## config.mk

```make
export PLATFORM = sky130hd
export DESIGN_NAME = sprite_rom_arbiter
export DESIGN_NICKNAME = d
export VERILOG_FILES = /design/src/rtl/sprite_arb_pkg.sv /design/src/rtl/rr_priority_pick.sv /design/src/rtl/sprite_rom_arbiter.sv
export SDC_FILE = /design/constraint.sdc
export NUM_CORES = 1
export LEC_CHECK = 0
export ABC_AREA = 0
export CAP_MARGIN = 20
export CORE_MARGIN = 1
export CORE_UTILIZATION = 38
export CTS_CLUSTER_DIAMETER = 40
export DETAILED_ROUTE_END_ITERATION = 8
export GPL_TIMING_DRIVEN = 1
export PLACE_DENSITY_LB_ADDON = 0.25
export SETUP_SLACK_MARGIN = 0.02
export SYNTH_ARGS = -nofsm -noshare
export SYNTH_HDL_FRONTEND = slang
export SYNTH_SLANG_ARGS = --single-unit
```

## constraint.sdc

```tcl
create_clock -name Clk -period 7.84 [get_ports Clk]
set_input_delay 1.568 -clock Clk [delete_from_list [all_inputs] [get_ports Clk]]
set_output_delay 1.568 -clock Clk [all_outputs]
set_load 0.01 [all_outputs]
```

## src/rtl/sprite_arb_pkg.sv

```systemverilog
// Shared constants and types for the sprite ROM arbiter: requester IDs,
// default sizing and the palette index type returned to the layer logic.
package sprite_arb_pkg;

  localparam int unsigned NUM_REQ_DEFAULT = 8;
  localparam int unsigned ADDR_W_DEFAULT  = 17;
  localparam int unsigned ROM_LAT_DEFAULT = 1;
  localparam int unsigned STAT_W          = 8;

  typedef logic [2:0] req_id_t;
  typedef logic [4:0] pal_index_t;

  localparam req_id_t REQ_PLAYER       = 3'd0;
  localparam req_id_t REQ_ATTACK       = 3'd1;
  localparam req_id_t REQ_ENEMY_ATTACK = 3'd2;
  localparam req_id_t REQ_ENEMY0       = 3'd3;
  localparam req_id_t REQ_ENEMY1       = 3'd4;
  localparam req_id_t REQ_ENEMY2       = 3'd5;
  localparam req_id_t REQ_ENEMY3       = 3'd6;
  localparam req_id_t REQ_OVERLAY      = 3'd7;

  // Saturating increment used by the per-requester wait counters.
  function automatic logic [STAT_W-1:0] sat_inc(input logic [STAT_W-1:0] v);
    return (v == '1) ? v : v + 1'b1;
  endfunction

endpackage

```

## src/rtl/rr_priority_pick.sv

```systemverilog
// Combinational circular priority picker: lowest index at or after ptr
// (wrapping) with req set wins; returns a one-hot grant and its index.
module rr_priority_pick
  import sprite_arb_pkg::*;
#(
  parameter int unsigned NUM_REQ = NUM_REQ_DEFAULT,
  parameter int unsigned IDX_W   = $clog2(NUM_REQ)
) (
  input  logic [NUM_REQ-1:0] req,
  input  logic [IDX_W-1:0]   ptr,
  output logic [NUM_REQ-1:0] gnt,
  output logic [IDX_W-1:0]   idx
);

  localparam logic [IDX_W:0] REQ_CNT = NUM_REQ[IDX_W:0];

  logic [NUM_REQ-1:0] rot;
  logic [IDX_W-1:0]   off;
  logic [IDX_W:0]     sum;
  logic               found;

  // Rotate so bit 0 is the requester at ptr, find the first set bit, then
  // map the offset back to an absolute index modulo NUM_REQ.
  always_comb begin
    rot   = NUM_REQ'({req, req} >> ptr);
    found = 1'b0;
    off   = '0;
    for (int unsigned k = 0; k < NUM_REQ; k++) begin
      if (!found && rot[k[IDX_W-1:0]]) begin
        found = 1'b1;
        off   = k[IDX_W-1:0];
      end
    end
    sum = {1'b0, ptr} + {1'b0, off};
    if (sum >= REQ_CNT) begin
      sum = sum - REQ_CNT;
    end
    idx = sum[IDX_W-1:0];
    gnt = found ? (NUM_REQ'(1) << idx) : '0;
  end

endmodule

```

## src/rtl/sprite_rom_arbiter.sv

```systemverilog
// Round-robin arbiter sharing one single-port sprite ROM among the sprite
// layers. Optional per-requester wait statistics under SPRITE_ARB_STATS_EN.
module sprite_rom_arbiter
  import sprite_arb_pkg::*;
#(
  parameter int unsigned NUM_REQ = NUM_REQ_DEFAULT,
  parameter int unsigned ADDR_W  = ADDR_W_DEFAULT,
  parameter int unsigned DATA_W  = $bits(pal_index_t),
  parameter int unsigned ROM_LAT = ROM_LAT_DEFAULT
) (
  input  logic                        Clk,
  input  logic                        Reset_n,
  input  logic                        frame_start,
  input  logic [NUM_REQ-1:0]          req,
  input  logic [NUM_REQ*ADDR_W-1:0]   req_addr,
  output logic [NUM_REQ-1:0]          gnt,
  output logic [ADDR_W-1:0]           rom_addr,
  output logic                        rom_rd,
  input  logic [DATA_W-1:0]           rom_data,
  output logic                        rsp_valid,
  output logic [$clog2(NUM_REQ)-1:0]  rsp_id,
  output logic [DATA_W-1:0]           rsp_data,
  output logic                        busy
`ifdef SPRITE_ARB_STATS_EN
  ,
  output logic [STAT_W-1:0]           max_wait
`endif
);

  localparam int unsigned IDX_W  = $clog2(NUM_REQ);
  localparam int unsigned IPIPE_W = ROM_LAT * IDX_W;
  localparam logic [IDX_W-1:0] LAST_IDX = IDX_W'(NUM_REQ - 1);

  logic [IDX_W-1:0]   ptr;
  logic [IDX_W-1:0]   pick_idx;
  logic [IDX_W-1:0]   rom_id;
  logic               transfer;
  logic [ROM_LAT-1:0] vpipe;
  logic [IPIPE_W-1:0] ipipe;

  rr_priority_pick #(
    .NUM_REQ (NUM_REQ),
    .IDX_W   (IDX_W)
  ) u_pick (
    .req (req),
    .ptr (ptr),
    .gnt (gnt),
    .idx (pick_idx)
  );

  assign transfer = |gnt;

  always_ff @(posedge Clk or negedge Reset_n) begin
    if (!Reset_n) begin
      ptr <= '0;
    end else if (frame_start) begin
      ptr <= '0;
    end else if (transfer) begin
      ptr <= (pick_idx == LAST_IDX) ? '0 : pick_idx + 1'b1;
    end
  end

  always_ff @(posedge Clk or negedge Reset_n) begin
    if (!Reset_n) begin
      rom_addr <= '0;
      rom_rd   <= 1'b0;
      rom_id   <= '0;
    end else begin
      rom_rd <= transfer;
      if (transfer) begin
        rom_addr <= req_addr[pick_idx*ADDR_W +: ADDR_W];
        rom_id   <= pick_idx;
      end
    end
  end

  // Valid and ID travel in parallel shift chains so the response lines up
  // with rom_data exactly ROM_LAT cycles after the read strobe.
  always_ff @(posedge Clk or negedge Reset_n) begin
    if (!Reset_n) begin
      vpipe <= '0;
      ipipe <= '0;
    end else begin
      vpipe <= ROM_LAT'({vpipe, rom_rd});
      ipipe <= IPIPE_W'({ipipe, rom_id});
    end
  end

  assign rsp_valid = vpipe[ROM_LAT-1];
  assign rsp_id    = ipipe[IPIPE_W-1 -: IDX_W];
  assign rsp_data  = rsp_valid ? rom_data : '0;
  assign busy      = (|req) | rom_rd | (|vpipe);

`ifdef SPRITE_ARB_STATS_EN
  logic [STAT_W-1:0] wait_cnt [NUM_REQ];
  logic [STAT_W-1:0] cur_max;

  always_comb begin
    cur_max = max_wait;
    for (int unsigned k = 0; k < NUM_REQ; k++) begin
      if (wait_cnt[k[IDX_W-1:0]] > cur_max) begin
        cur_max = wait_cnt[k[IDX_W-1:0]];
      end
    end
  end

  always_ff @(posedge Clk or negedge Reset_n) begin
    if (!Reset_n) begin
      for (int unsigned k = 0; k < NUM_REQ; k++) begin
        wait_cnt[k[IDX_W-1:0]] <= '0;
      end
      max_wait <= '0;
    end else begin
      for (int unsigned k = 0; k < NUM_REQ; k++) begin
        if (gnt[k[IDX_W-1:0]]) begin
          wait_cnt[k[IDX_W-1:0]] <= '0;
        end else if (req[k[IDX_W-1:0]]) begin
          wait_cnt[k[IDX_W-1:0]] <= sat_inc(wait_cnt[k[IDX_W-1:0]]);
        end
      end
      max_wait <= frame_start ? '0 : cur_max;
    end
  end
`endif

endmodule

```

**Word level (Yosys, flattened, before mapping)**

Cells that the tools add are included.

- Add/sub/neg operators: 3
- Multipliers: 1
- Order comparisons: 1
- Equal/unequal tests: 1
- Shift operators: 3
- Multiplexer cells: 21
- Bitwise operators: 2
- Reductions and logical operators: 17

Operators with widths:

| operator | count |
|---|---|
| indexed part select 136 x 9 -> 17 bit | 1 |
| two-way mux 3 bit | 8 |
| OR reduction 8 bit | 2 |
| >> shifter 16 x 3 -> 8 bit | 1 |
| two-way mux 1 bit | 9 |
| multiplier 3 x 5 -> 8 bit, second input constant | 1 |
| two-way mux 8 bit | 1 |
| left shift 1 x 3 -> 8 bit, first input constant | 1 |
| logical AND 1 bit | 7 |
| logical NOT 1 bit | 7 |
| two-way mux 5 bit | 1 |
| adder 3 x 3 -> 4 bit | 1 |
| greater-or-equal comparator 4 bit, second input constant | 1 |
| two-way mux 2 bit | 2 |
| adder 3 x 1 -> 3 bit, second input constant | 1 |
| == test 3 bit, second input constant | 1 |
| subtractor 3 x 1 -> 3 bit, second input constant | 1 |
| OR 1 bit | 2 |
| nonzero test 2 bit | 1 |

- Register bits after elaboration: 28
- Bits of input ports: 152
- Output and inout port bits: 36
- Word-level logic and storage cells: 55

**Longest topological paths before layout**

Gate-level depths: netlist of the first run.

- Depth in word-level cells: 31
- Gate-level depth with buffers: 18

**Hierarchy**

From an unflattened synthesis of the first run, not the netlist that was laid out.

- Cell total of the unflattened synthesis: 256
- Area, all modules: 2892.8 um^2

By module, submodules not included:

| module | times used | cells each | area each (um^2) |
|---|---|---|---|
| sprite_rom_arbiter | 1 | 158 | 2130.8 |
| rr_priority_pick | 1 | 98 | 762.0 |

**Worst setup path before layout of the first run**

No wires, ideal clock.

- Kind: input-to-output
- From: input port req[4]
- To: output port gnt[3]
- Arrival time: 4.869 ns
- Path slack: 1.403 ns
- Stages: 16
- Cell sequence: mux2i_1 -> mux2i_1 -> o32ai_2 -> and2_1 -> buf_4 -> buf_2 -> a32o_1 -> ha_1 -> inv_1 -> fa_1 -> clkbuf_1 -> buf_1 -> inv_1 -> ha_1 -> ha_1 -> and2_1

- Word-level cells in the longest chain between the ends: 28
- Elaborated cells on any way between the ends: 36
- Those cells by class: add/sub: 2; order compare: 1; shift: 2; mux: 17; reduce/logical: 14

RTL lines:

| item | line | text |
|---|---|---|
| start: declaration | sprite_rom_arbiter.sv:14 | `input logic [NUM_REQ-1:0] req,` |
| >> shifter 16 x 3 -> 8 bit * | rr_priority_pick.sv:25 | `rot = NUM_REQ'({req, req} >> ptr);` |
| two-way mux 1 bit | rr_priority_pick.sv:29 | `if (!found && rot[k[IDX_W-1:0]]) begin` |
| logical NOT 1 bit | rr_priority_pick.sv:29 |  |
| logical AND 1 bit | rr_priority_pick.sv:29 |  |
| two-way mux 1 bit | rr_priority_pick.sv:29 |  |
| logical NOT 1 bit | rr_priority_pick.sv:29 |  |
| logical AND 1 bit | rr_priority_pick.sv:29 |  |
| two-way mux 1 bit | rr_priority_pick.sv:29 |  |
| (+13 left out) | -- |  |
| logical AND 1 bit | rr_priority_pick.sv:29 |  |
| two-way mux 3 bit * | rr_priority_pick.sv:29 |  |
| adder 3 x 3 -> 4 bit * | rr_priority_pick.sv:34 | `sum = {1'b0, ptr} + {1'b0, off};` |
| greater-or-equal comparator 4 bit or subtractor 3 x 1 -> 3 bit (tied branches) | rr_priority_pick.sv:35, rr_priority_pick.sv:36 |  |
| two-way mux 3 bit * | rr_priority_pick.sv:35 | `if (sum >= REQ_CNT) begin` |
| named net pick_idx[1] | sprite_rom_arbiter.sv:35 | `logic [IDX_W-1:0] pick_idx;` |
| left shift 1 x 3 -> 8 bit * | rr_priority_pick.sv:39 | `gnt = found ? (NUM_REQ'(1) << idx) : '0;` |
| two-way mux 8 bit * | rr_priority_pick.sv:39 |  |
| end: declaration | sprite_rom_arbiter.sv:16 | `output logic [NUM_REQ-1:0] gnt,` |

The timed path passes the listed nets; every way through them passes the cells marked *.

**Worst setup path after layout of the first run**

- From: input port req[2]
- To: output port gnt[3]

Same word-level chain as after synthesis.

==> results of run 1 <==
kinds of logic after synthesis:
kind of cell,count (synthesis)
flip-flops,28
AO/OA/AOI/OAI,68
buffers and inverters,36
multiplexers,57
adder cells (fa/ha/maj),5
AND/OR/NAND/NOR,103
XOR/XNOR,4
final cells by class:
type,instances,area (um2)
multi-input combinational,237,2140
tap,102,128
sequential,28,701
inverter,11,46.3
clock inverter,1,30.0
timing repair buffer,194,1920
fill,634,2680
clock buffer,3,41.3
worst paths after layout:
kind,endpoint,depth (start not counted),start,slack [ps]
worst max-delay path,gnt[3],13,req[2],770
worst min-delay path,rsp_id[1]$_DFF_PN0_,0,rom_id[1]$_DFFE_PN0P_,390
worst max register to register,rom_addr[9]$_DFFE_PN0P_,10,ptr[1]$_DFFE_PN0P_,3310
worst min register to register,rsp_id[1]$_DFF_PN0_,0,rom_id[1]$_DFFE_PN0P_,390
max in group asynchronous,rom_addr[9]$_DFFE_PN0P_,2,Reset_n,5880
min in group asynchronous,rom_rd$_DFF_PN0_,2,Reset_n,1670
stage by stage:
stage,hold WS (ps),utilization [%],std cells,area (um2)
final,391,65.2,576,5010
after CTS,389,65.2,576,5010
after global routing,402,65.2,576,5010
after global placement,361,64.2,572,4940
after detailed placement,366,64.2,572,4940
after floorplan,354,-,301,3000
power groups by stage:
| stage | Combinational [uW] | Clock, uW | Sequential [uW] |
|---|---|---|---|
| after floorplan | 1360 | 0 | 282 |
| after global placement | 1820 | 0 | 287 |
| after detailed placement | 1870 | 0 | 290 |
| after CTS | 1870 | 121 | 287 |
| after global routing | 2030 | 124 | 297 |
| final | 1850 | 118 | 286 |
sequential cells by signal, summed over array words and instances (netlist names):
register	count
rom_id	3
rom_addr	17
rsp_id	3
rom_rd	1
ptr	3
rsp_valid	1
layout by cell type (no fill, tap or decap), types with 2 or more instances in the layout:
cell,synthesis,layout
a211o_1,17,17
a211oi_1,2,2
a21o_1,2,2
a21oi_1,35,35
and2_1,10,10
and3_1,2,2
buf_4,2,7
clkbuf_8,0,3
clkdlybuf4s50_1,0,187
dfrtp_1,28,28
ha_1,4,3
inv_1,9,9
mux2_4,2,2
mux2i_1,12,12
mux2i_4,2,2
mux4_2,40,40
nand2_1,74,74
nand3_1,4,4
nor2_1,6,6
nor3_1,2,2
nor4_1,2,2
o21ai_0,5,5
per-layer routing:
layer	track usage (%)	up-vias	part of all wire (%)
met5	0	-	0
met4	4.50	0	0.96
met3	3.87	8	5.9
met2	44.1	126	55
met1	28.7	1537	38
li1	-	1467	-
==> results summary, run 1 <==
The flow ran to the end, and the final reports show no timing, DRC or antenna violations. The netlist area before placement is 3000 um2. The maximum clock frequency is 0.142 GHz. The min-delay analysis places its worst path in the category reg2reg.

The period utilization is 90.1%. The internal portion of the total power is 1280 uW. The slowest stage of the critical path is the fa_2 cell. Walking the worst path, the cells encountered are clkdlybuf4s50_1, mux4_2, mux2_2, o21ai_0, a32o_1, ha_2, inv_1, fa_2, inv_1, ha_1, ha_1, and2_1, clkdlybuf4s50_1. The number of buffers on the longest clock path came out at 2. The total overflow reported by the global router came out at 0. Setup repair after global routing left no endpoint under its margin. The TritonCTS sink count is 28. For this run, the leading register cell type out of synthesis is dfrtp_1. Relative to the synthesized area, the layout overhead comes to 67.0%.

The area enclosed by the die boundary came out at 8250 um2. The overall via count from detail_route came out at 3138. The number of clock buffers added by TritonCTS is 3. The portion of synthesized cell area occupied by the leading cell type came out at 30.0%. The placeable core area came out at 7690 um2.

The final number of hold-violating endpoints is 0. The count of port buffers added during placement came out at 187. The cell taking the most area after synthesis is mux4_2. The leakage power came out at 0.00204 uW. The TritonCTS clock tree is yes. After synthesis, the netlist uses 40 different library cells. The post-CTS repair timing setup buffer count is 0. The final worst slack is 774 ps. Of the total synthesized cell area, the portion taken by XOR and XNOR cells is 1.17%.

Buffers inserted to repair hold after CTS numbered 0. The height of the chip is 90.9 um. The worst setup path is of the in2out kind. The root buffer cell is clkbuf_8. Along the worst path, the maximum fanout reaches 20. The effective utilization at floorplan came out at 39.0%. The total number of H-tree levels is 1. Among cell families on the critical path, the largest total delay comes from adder cells. Of the total power, the share spent switching nets is 43.1%. The number of top-level design ports is 188. The worst setup path is launched from an input port. The horizontal die dimension is 90.9 um. Data on the critical path arrives at its endpoint at 5500 ps. The ratio of routed vias to standard cells came out at 5.45.

The final weighted congestion of routability-driven global placement came out at 0.865. The net count of the mapped netlist is 458. The combinational fraction of design power is 82.0%. After Yosys synthesis, full adders, half adders and majority gates account for 2.34% of the synthesized area. The iteration count of the initial detailed-routing pass is 5. The portion of total power attributed to sequential cells is 12.7%. The maximum number of pins on one net before global-route repair is 35. The total power per unit cell area is 450 nW/um2.

The placed wire-length estimate after detailed placement came out at 7870 um. After Yosys synthesis, and, or, nand and nor cells account for 15.0% of the synthesized area. The switching power of the nets is 970 uW. Counting flops with an async set or reset pin after synthesis yields a share of 100%.

After synthesis, the most frequently instantiated cells are nand2_1, mux4_2, a21oi_1, dfrtp_1, a211o_1. Across the VDD grid, the largest voltage drop is 0.258 mV. The site row count is 32. The time the worst path needs with I/O delays and setup is 7070 ps.

The synthesized netlist devotes 14.9% of its cell area to compound gates. The multiplexer area fraction after synthesis came out at 36.9%. Setup violations remaining at the end of the flow were counted as 0.

The total wire length after detailed routing is 9700 um. After synthesis, the largest family of logic cells by area is multiplexers. Data on the critical path is required at its endpoint by 6270 ps. Once the clock tree was built, the resizer swapped 0 gates to a different size. The number of antenna violations at the first check in global routing came out at 0. STA classifies the critical path endpoint as an output port. The repair_antennas step left the layout with diodes totalling 0. The post-detailed-route count of antenna-violating nets is 0.

The part of the power in the clock network is 5.2%. The delay of the slowest cell on the worst path came out at 850 ps. After synthesis, the cell types taking the most area are mux4_2, dfrtp_1, nand2_1.

The number of nets in the layout is 632. The mean instance size in the synthesized netlist is 9.97 um2. Prior to clock tree synthesis, the placed netlist has a worst setup slack of 749 ps. The most frequent cell after synthesis is nand2_1. The detailed router's first-iteration violation count came out at 106. Clock skew on the completed layout was measured at 9.40 ps. The post-synthesis sequential element count came out at 28.

In the global route stage, overall resource usage came out at 23.6%. The first global-routing pass estimated 15500 um of wire. The sum of internal, switching and leakage power came out at 2250 uW. The share of layout cells above drive strength 1 came out at 14.1%.

The total negative slack for setup checks is 0 ps. The post-synthesis cell count came out at 301. The average wire per standard cell came out at 16.8 um. The buffers plus inverters on the worst setup path is 4.

The clock transition at the register clock pins on the worst setup and hold paths after CTS is 100 ps. The worst-case headroom to the max-slew limit came out at 49.2%. The actual transition at the worst max-transition pin came out at 762 ps. The via count of the first global-routing pass is 3093.

At the later pin of the worst-skew pair, clock insertion delay measures 280 ps. The number of enable flip-flop cells after synthesis is 0. For this run, design rule violations remaining after detail routing come to 0.

The max-cap violation count came out at 0. The number of pins exceeding their max-slew limit in the final report came to 0. The number of warnings issued by yosys came out at 0. The part of the Yosys area used for sequential elements came out at 23.4%.
Power figures use the tool's default switching activity.
==> run 2: changes to the inputs <==
--- a/config.mk
+++ b/config.mk
@@ -10,6 +10,7 @@
 export CORE_MARGIN = 1
 export CORE_UTILIZATION = 38
 export CTS_CLUSTER_DIAMETER = 40
+export CTS_CLUSTER_SIZE = 40
 export DETAILED_ROUTE_END_ITERATION = 8
 export GPL_TIMING_DRIVEN = 1
 export PLACE_DENSITY_LB_ADDON = 0.25
==> results of run 2 <==
Same layout as run 1: the final DEF is identical, and so are final timing and power.
